`config.mk`:
```
export PLATFORM = sky130hd
export DESIGN_NAME = search_pipe_arb_ctrl
export DESIGN_NICKNAME = d
export VERILOG_FILES = /design/src/rtl/search_pipe_arb_ctrl.sv
export SDC_FILE = /design/constraint.sdc
export NUM_CORES = 1
export LEC_CHECK = 0
export CAP_MARGIN = 0
export CORE_ASPECT_RATIO = 0.9
export CORE_MARGIN = 2
export CORE_UTILIZATION = 50
export DETAILED_ROUTE_END_ITERATION = 10
export PLACE_DENSITY_LB_ADDON = 0.1
export REMOVE_ABC_BUFFERS = 1
export SYNTH_ARGS = -nofsm -noshare
export SYNTH_HDL_FRONTEND = slang
export SYNTH_SLANG_ARGS = --single-unit
```
`constraint.sdc`:
```
create_clock -name clk -period 2 [get_ports clk]
set_input_delay 0.4 -clock clk [delete_from_list [all_inputs] [get_ports clk]]
set_output_delay 0.4 -clock clk [all_outputs]
set_load 0.03 [all_outputs]
```
`src/rtl/search_pipe_arb_ctrl.sv`:
```
// Round-robin front end, two-stage valid/ready pipeline and staged reset release
// for a downstream datapath whose flops use async active-low reset pins.
module search_pipe_arb_ctrl #(
  parameter int WIDTH    = 1,
  parameter int RST_HOLD = 4
) (
  input  logic             clk,
  input  logic             rst,
  input  logic             req_a,
  input  logic [WIDTH-1:0] data_a,
  input  logic             req_b,
  input  logic [WIDTH-1:0] data_b,
  output logic             gnt_a,
  output logic             gnt_b,
  input  logic             flush,
  output logic             out_valid,
  output logic [WIDTH-1:0] out_data,
  input  logic             out_ready,
  output logic             pipe_rst_n,
  output logic             busy
);

  typedef enum logic [0:0] {
    ST_HOLD = 1'b0,
    ST_RUN  = 1'b1
  } state_e;

  localparam logic [7:0] HOLD_LAST = 8'(RST_HOLD - 1);

  state_e           state_q, state_d;
  logic [7:0]       cnt_q, cnt_d;
  logic             v1_q, v1_d;
  logic             v2_q, v2_d;
  logic [WIDTH-1:0] s1_q, s1_d;
  logic [WIDTH-1:0] s2_q, s2_d;
  logic             prio_b_q, prio_b_d;
  logic             prst_q, prst_d;
  logic             busy_q, busy_d;

  logic adv2_s, s2_load_s, adv1_s, s1_acc_s, gnt_a_s, gnt_b_s;

  // Handshake and grant decode; prio_b_q set means B wins a tie.
  always_comb begin
    adv2_s    = v2_q & out_ready;
    s2_load_s = ~v2_q | adv2_s;
    adv1_s    = v1_q & s2_load_s;
    s1_acc_s  = (state_q == ST_RUN) & ~flush & (~v1_q | adv1_s);
    gnt_a_s   = s1_acc_s & req_a & (~req_b | ~prio_b_q);
    gnt_b_s   = s1_acc_s & req_b & (~req_a | prio_b_q);
  end

  // Next-state for sequencer, stage registers and arbitration priority.
  always_comb begin
    state_d  = state_q;
    cnt_d    = cnt_q;
    v1_d     = v1_q;
    v2_d     = v2_q;
    s1_d     = s1_q;
    s2_d     = s2_q;
    prio_b_d = prio_b_q;
    prst_d   = prst_q;
    case (state_q)
      ST_HOLD: begin
        if (flush) begin
          cnt_d = 8'd0;
        end else if (cnt_q == HOLD_LAST) begin
          state_d = ST_RUN;
          cnt_d   = 8'd0;
          prst_d  = 1'b1;
        end else begin
          cnt_d = cnt_q + 8'd1;
        end
      end
      ST_RUN: begin
        if (flush) begin
          state_d = ST_HOLD;
          cnt_d   = 8'd0;
          prst_d  = 1'b0;
          v1_d    = 1'b0;
          v2_d    = 1'b0;
          s1_d    = {WIDTH{1'b0}};
          s2_d    = {WIDTH{1'b0}};
        end else begin
          if (adv1_s) begin
            s2_d = s1_q;
            v2_d = 1'b1;
          end else if (adv2_s) begin
            v2_d = 1'b0;
          end else begin
            v2_d = v2_q;
          end
          if (gnt_a_s) begin
            s1_d     = data_a;
            v1_d     = 1'b1;
            prio_b_d = 1'b1;
          end else if (gnt_b_s) begin
            s1_d     = data_b;
            v1_d     = 1'b1;
            prio_b_d = 1'b0;
          end else if (adv1_s) begin
            v1_d = 1'b0;
          end else begin
            v1_d = v1_q;
          end
        end
      end
      default: begin
        state_d = ST_HOLD;
        cnt_d   = 8'd0;
        prst_d  = 1'b0;
        v1_d    = 1'b0;
        v2_d    = 1'b0;
      end
    endcase
    busy_d = (state_d != ST_RUN) | v1_d | v2_d;
  end

  // State register bank with asynchronous clear.
  always_ff @(posedge clk or negedge rst) begin
    if (!rst) begin
      state_q  <= ST_HOLD;
      cnt_q    <= 8'd0;
      v1_q     <= 1'b0;
      v2_q     <= 1'b0;
      s1_q     <= {WIDTH{1'b0}};
      s2_q     <= {WIDTH{1'b0}};
      prio_b_q <= 1'b0;
      prst_q   <= 1'b0;
      busy_q   <= 1'b1;
    end else begin
      state_q  <= state_d;
      cnt_q    <= cnt_d;
      v1_q     <= v1_d;
      v2_q     <= v2_d;
      s1_q     <= s1_d;
      s2_q     <= s2_d;
      prio_b_q <= prio_b_d;
      prst_q   <= prst_d;
      busy_q   <= busy_d;
    end
  end

  assign gnt_a      = gnt_a_s;
  assign gnt_b      = gnt_b_s;
  assign out_valid  = v2_q;
  assign out_data   = s2_q;
  assign pipe_rst_n = prst_q;
  assign busy       = busy_q;

endmodule
```
After elaboration in Yosys (flattened, before gate mapping)
Cells that the tools add are included.
Word-level totals
  register bits after elaboration: 16
  input bits: 8
  output and inout port bits: 6
  logic and storage cells: 71
Operators by class
  add/sub/neg operators: 1
  equality and inequality tests: 4
  muxes and demuxes: 28
  bitwise operators: 22
  reductions and logical operators: 7
Operators by type and width (number)
  8-bit 2-to-1 mux: 3
  1-bit 2-to-1 mux: 22
  8-bit one-hot mux with 2 select lines: 1
  8-bit by 1-bit adder with 8-bit output, second input constant: 1
  1-bit AND: 8
  8-bit by 2-bit == test with 1-bit output, second input constant: 1
  1-bit inverter: 8
  2-bit != test, second input constant: 3
  1-bit bitwise OR: 6
  3-bit AND reduction: 2
  1-bit one-hot mux with 2 select lines: 2
  2-bit AND reduction: 2
  2-bit nonzero test: 2
  3-bit nonzero test: 1

Depth between registers and ports, before layout
  word-level depth: 13
  mapped depth: 5
  gate-level depth less buffers: 5

Worst setup path before layout
No wires, ideal clock.
  path type: register to output
  from: register v2_q, in the netlist out_valid
  to: output port gnt_a
  arrival time: 1267 ps
  path slack: 333 ps
  cell stages (with the launch flop): 4
  buffers on the path: 0
  path through: dfrtp_1 > nor2b_1 > a21oi_1 > and3_1
Between the ends
  longest elaborated chain between the ends: 7
  elaborated cells on any way between the ends: 8
Ends and longest elaborated chain
  from (decl): line 33  | logic v2_q, v2_d;
  from (signal assigned): line 134  | v2_q <= v2_d;
  1-bit AND or 1-bit inverter (tied branches): line 44, 45
  1-bit bitwise OR *: line 45  | s2_load_s = ~v2_q | adv2_s;
  1-bit AND *: line 46  | adv1_s = v1_q & s2_load_s;
  1-bit bitwise OR *: line 47  | s1_acc_s = (state_q == ST_RUN) & ~flush & (~v1_q | adv1_s);
  1-bit AND *: line 47
  1-bit AND * (2 in series): line 48  | gnt_a_s = s1_acc_s & req_a & (~req_b | ~prio_b_q);
  to (decl): line 13  | output logic gnt_a,
Mark *: on every way between the ends. The rest lies on a longest branch, timed or not.

Worst setup path in the final report
  from: input port flush
  to: output port gnt_a
Between the ends
  longest elaborated chain between the ends: 5
Ends and longest elaborated chain
  from (decl): line 15  | input logic flush,
  1-bit inverter (no source line)
  1-bit AND (2 in series): line 47
  1-bit AND (2 in series): line 48
Every way passes these cells.

==> results_dict.tcl <==
set metrics [dict create \
    slew_headroom_pct 74.9 \
    status "complete, no violations" \
    cp.arrival_ns 1.48 \
    p_leak_nw 0.456 \
    core_area_sq_um 1630 \
    finalNetCount 112 \
    wl_microns 1690 \
    rr_endpoint "busy" \
    via_per_inst 5.60 \
    synth_area_sq_um 850 \
    antenna_cells 0 \
    routedWlPerCell_microns 13.4 \
    fp-row-count 14 \
    clk_path_buf_depth 2 \
    cts_resized 0 \
    cts.sinks 16 \
    drc 0 \
    num_vias 706 \
    ir_drop_mv 0.704 \
    gr-total-overflow 0 \
    required_ns 1.60 \
    min_path_type "in2async" \
    ant_nets 0 \
    track_usage_pct 20.0 \
    period_share_pct 93.9 \
    synth_flop_cell "dfrtp_1" \
    hpwl_microns 1250 \
    syn_inst 82 \
    die_y_microns 43.1 \
    cp-start-kind "primary input" \
    insertion_delay_ns 0.29 \
    post-route-cell-area_sq_um 1050 \
    grt_max_degree 17 \
    cap_violations 0 \
    area_delta_synth_final_pct 23.9 \
    antenna_found_initial 0 \
    layout-drive-gt1-share_pct 16.7 \
    cts_root_buf "clkbuf_4" \
    tritoncts "built" \
    dieWidth_microns 47.5 \
    initial_core_util_pct 52.2 \
    critPathCaptureType "output pin" \
    clock.fmax_ghz 0.532 \
    crit_fanout 3 \
    setup.worst_path.class "in2out" \
    dp_cells 122 \
    rr_startpoint "cnt_q[5]" \
    layoutNonFillerInstCount 126 \
    dr.pass1.iters 4 \
    synth.ff_latch_count 16 \
    setup_viol 0 \
    worstMarginPinSlew_ns 0.376 \
    synth_seq_area_share_pct 47.3 \
    r2r_cells 3 \
    grt_pass1_vias 638 \
    post_dp_cell_area_sq_um 1020 \
    power_density_nw_per_um2 982 \
    postCtsSetupBuffers 0 \
    tns_ns 0 \
    postSynth.asyncResetShare_pct 100 \
    drtIter0Drc 20 \
    portBuffers 13 \
    pin_count 14 \
    yosysUniqueCellTypes 27 \
    numCtsBuffers 3 \
    grt_pass1_wl_microns 2890 \
    synth_area_per_cell_sq_um 10.4 \
    htreeDepth 1 \
    hold_viol 0 \
    yosysWarnings 0 \
    r2r_slack_ns 0.37 \
    fin_skew_ns 0.00385 \
    synth_edf_count 0 \
    hold_buffers 0 \
    die_area_sq_um 2050 \
    slew_viol_final 0 \
    finalCriticalPeriod_ns 1.88 \
    rsz0062_at_grt "no" \
    clkTransAtPathRegs_ns 0.09 \
    routabilityCongestion 0.805 \
]
==> synthesized netlist by cell type (all sizes together), types with 2 or more instances <==
master   instances  area, sq um
dfrtp           15          375
a21oi            7         35.0
a31oi            6         37.5
nand2            6         22.5
o21ai            6         30.0
a22o             4         35.0
and3             4         25.0
nand3            4         20.0
nor2             4         15.0
a41oi            3         26.3
inv              3         11.3
a311oi           2         35.0
buf              2         22.5
nand2b           2         12.5
o2bb2ai          2         17.5
xor2             2         17.5
==> flip-flops by register name, indices dropped and copies added (netlist names) <==
signal / cells
cnt_q: 8
busy: 1
out_data: 1
out_valid: 1
pipe_rst_n: 1
prio_b_q: 1
s1_q: 1
state_q: 1
v1_q: 1
==> worst max-delay path, stage by stage <==
cell	delay, ns
clkdlybuf4s50_1	0.41
nand2b_1	0.18
a21oi_2	0.16
and3_1	0.17
buf_4	0.15
==> routing by layer <==
metal | global-route usage (%) | share of wire (%)
met5 | 0 | 0
met2 | 26.8 | 42
met3 | 5.11 | 4.5
met4 | 6.67 | 1.0
met1 | 30.6 | 52
==> layout by cell type, fill, tap and decap left out, types with 2 or more instances in the layout <==
cell type	n
a31oi_1	6
o21ai_0	6
xor2_1	2
buf_4	7
clkbuf_4	3
nand3_1	4
clkdlybuf4s50_1	11
dfrtp_1	15
and3_1	4
nand2_1	6
a21oi_1	6
a22o_1	4
a41oi_1	3
nor2_1	4
o2bb2ai_1	2
nand2b_1	2
inv_1	3
==> layout make-up <==
| cell class | count | area [sq um] |
|---|---|---|
| fillers | 136 | 577 |
| multi-input cells | 61 | 420 |
| flip-flops and latches | 16 | 402 |
| repair buffers | 18 | 163 |
| well taps | 24 | 30.0 |
| clock buffers | 4 | 26.3 |
| inverters | 3 | 11.3 |
==> report_power, final <==
group | internal, W | switching (W)
Clock | 0.0000775 | 0.000102
Combinational | 0.000167 | 0.000193
Sequential | 0.000401 | 0.0000929
Total | 0.000646 | 0.000388
==> worst max-delay path by stage <==
stage | from | to | slack, ns | cells after the start
2_1_floorplan | out_valid | gnt_a | 0.33 | 3
4_1_cts | flush | gnt_a | 0.06 | 5
5_1_grt | flush | gnt_b | 0.03 | 5
3_3_place_gp | flush | gnt_b | 0.08 | 5
3_5_place_dp | flush | gnt_b | 0.06 | 5
6_report | flush | gnt_a | 0.12 | 5
==> metrics by stage <==
stage	total power [W]	setup WS (ns)	util (%)	hold WS, ns
after floorplan	0.000714	0.333	-	0.104
after global placement	0.000843	0.0831	62.6	0.490
after detailed placement	0.000854	0.0629	62.6	0.493
after CTS	0.00103	0.0555	64.2	0.430
after global routing	0.00111	0.0254	64.6	0.443
final	0.00103	0.121	64.6	0.429
==> logic make-up (layout without fill, tap and decap cells) <==
family                   after synthesis  in the layout  share of synthesized area, %
flip-flops                            16             16                          47.3
multiplexers                           1              1                          1.33
adder cells (fa/ha/maj)                1              1                          1.47
AO/OA/AOI/OAI                         31             31                          26.4
XOR/XNOR                               2              2                          2.06
buffers and inverters                  5             25                          3.98
AND/OR/NAND/NOR                       26             26                          17.5
Power figures use the tool's default switching activity.
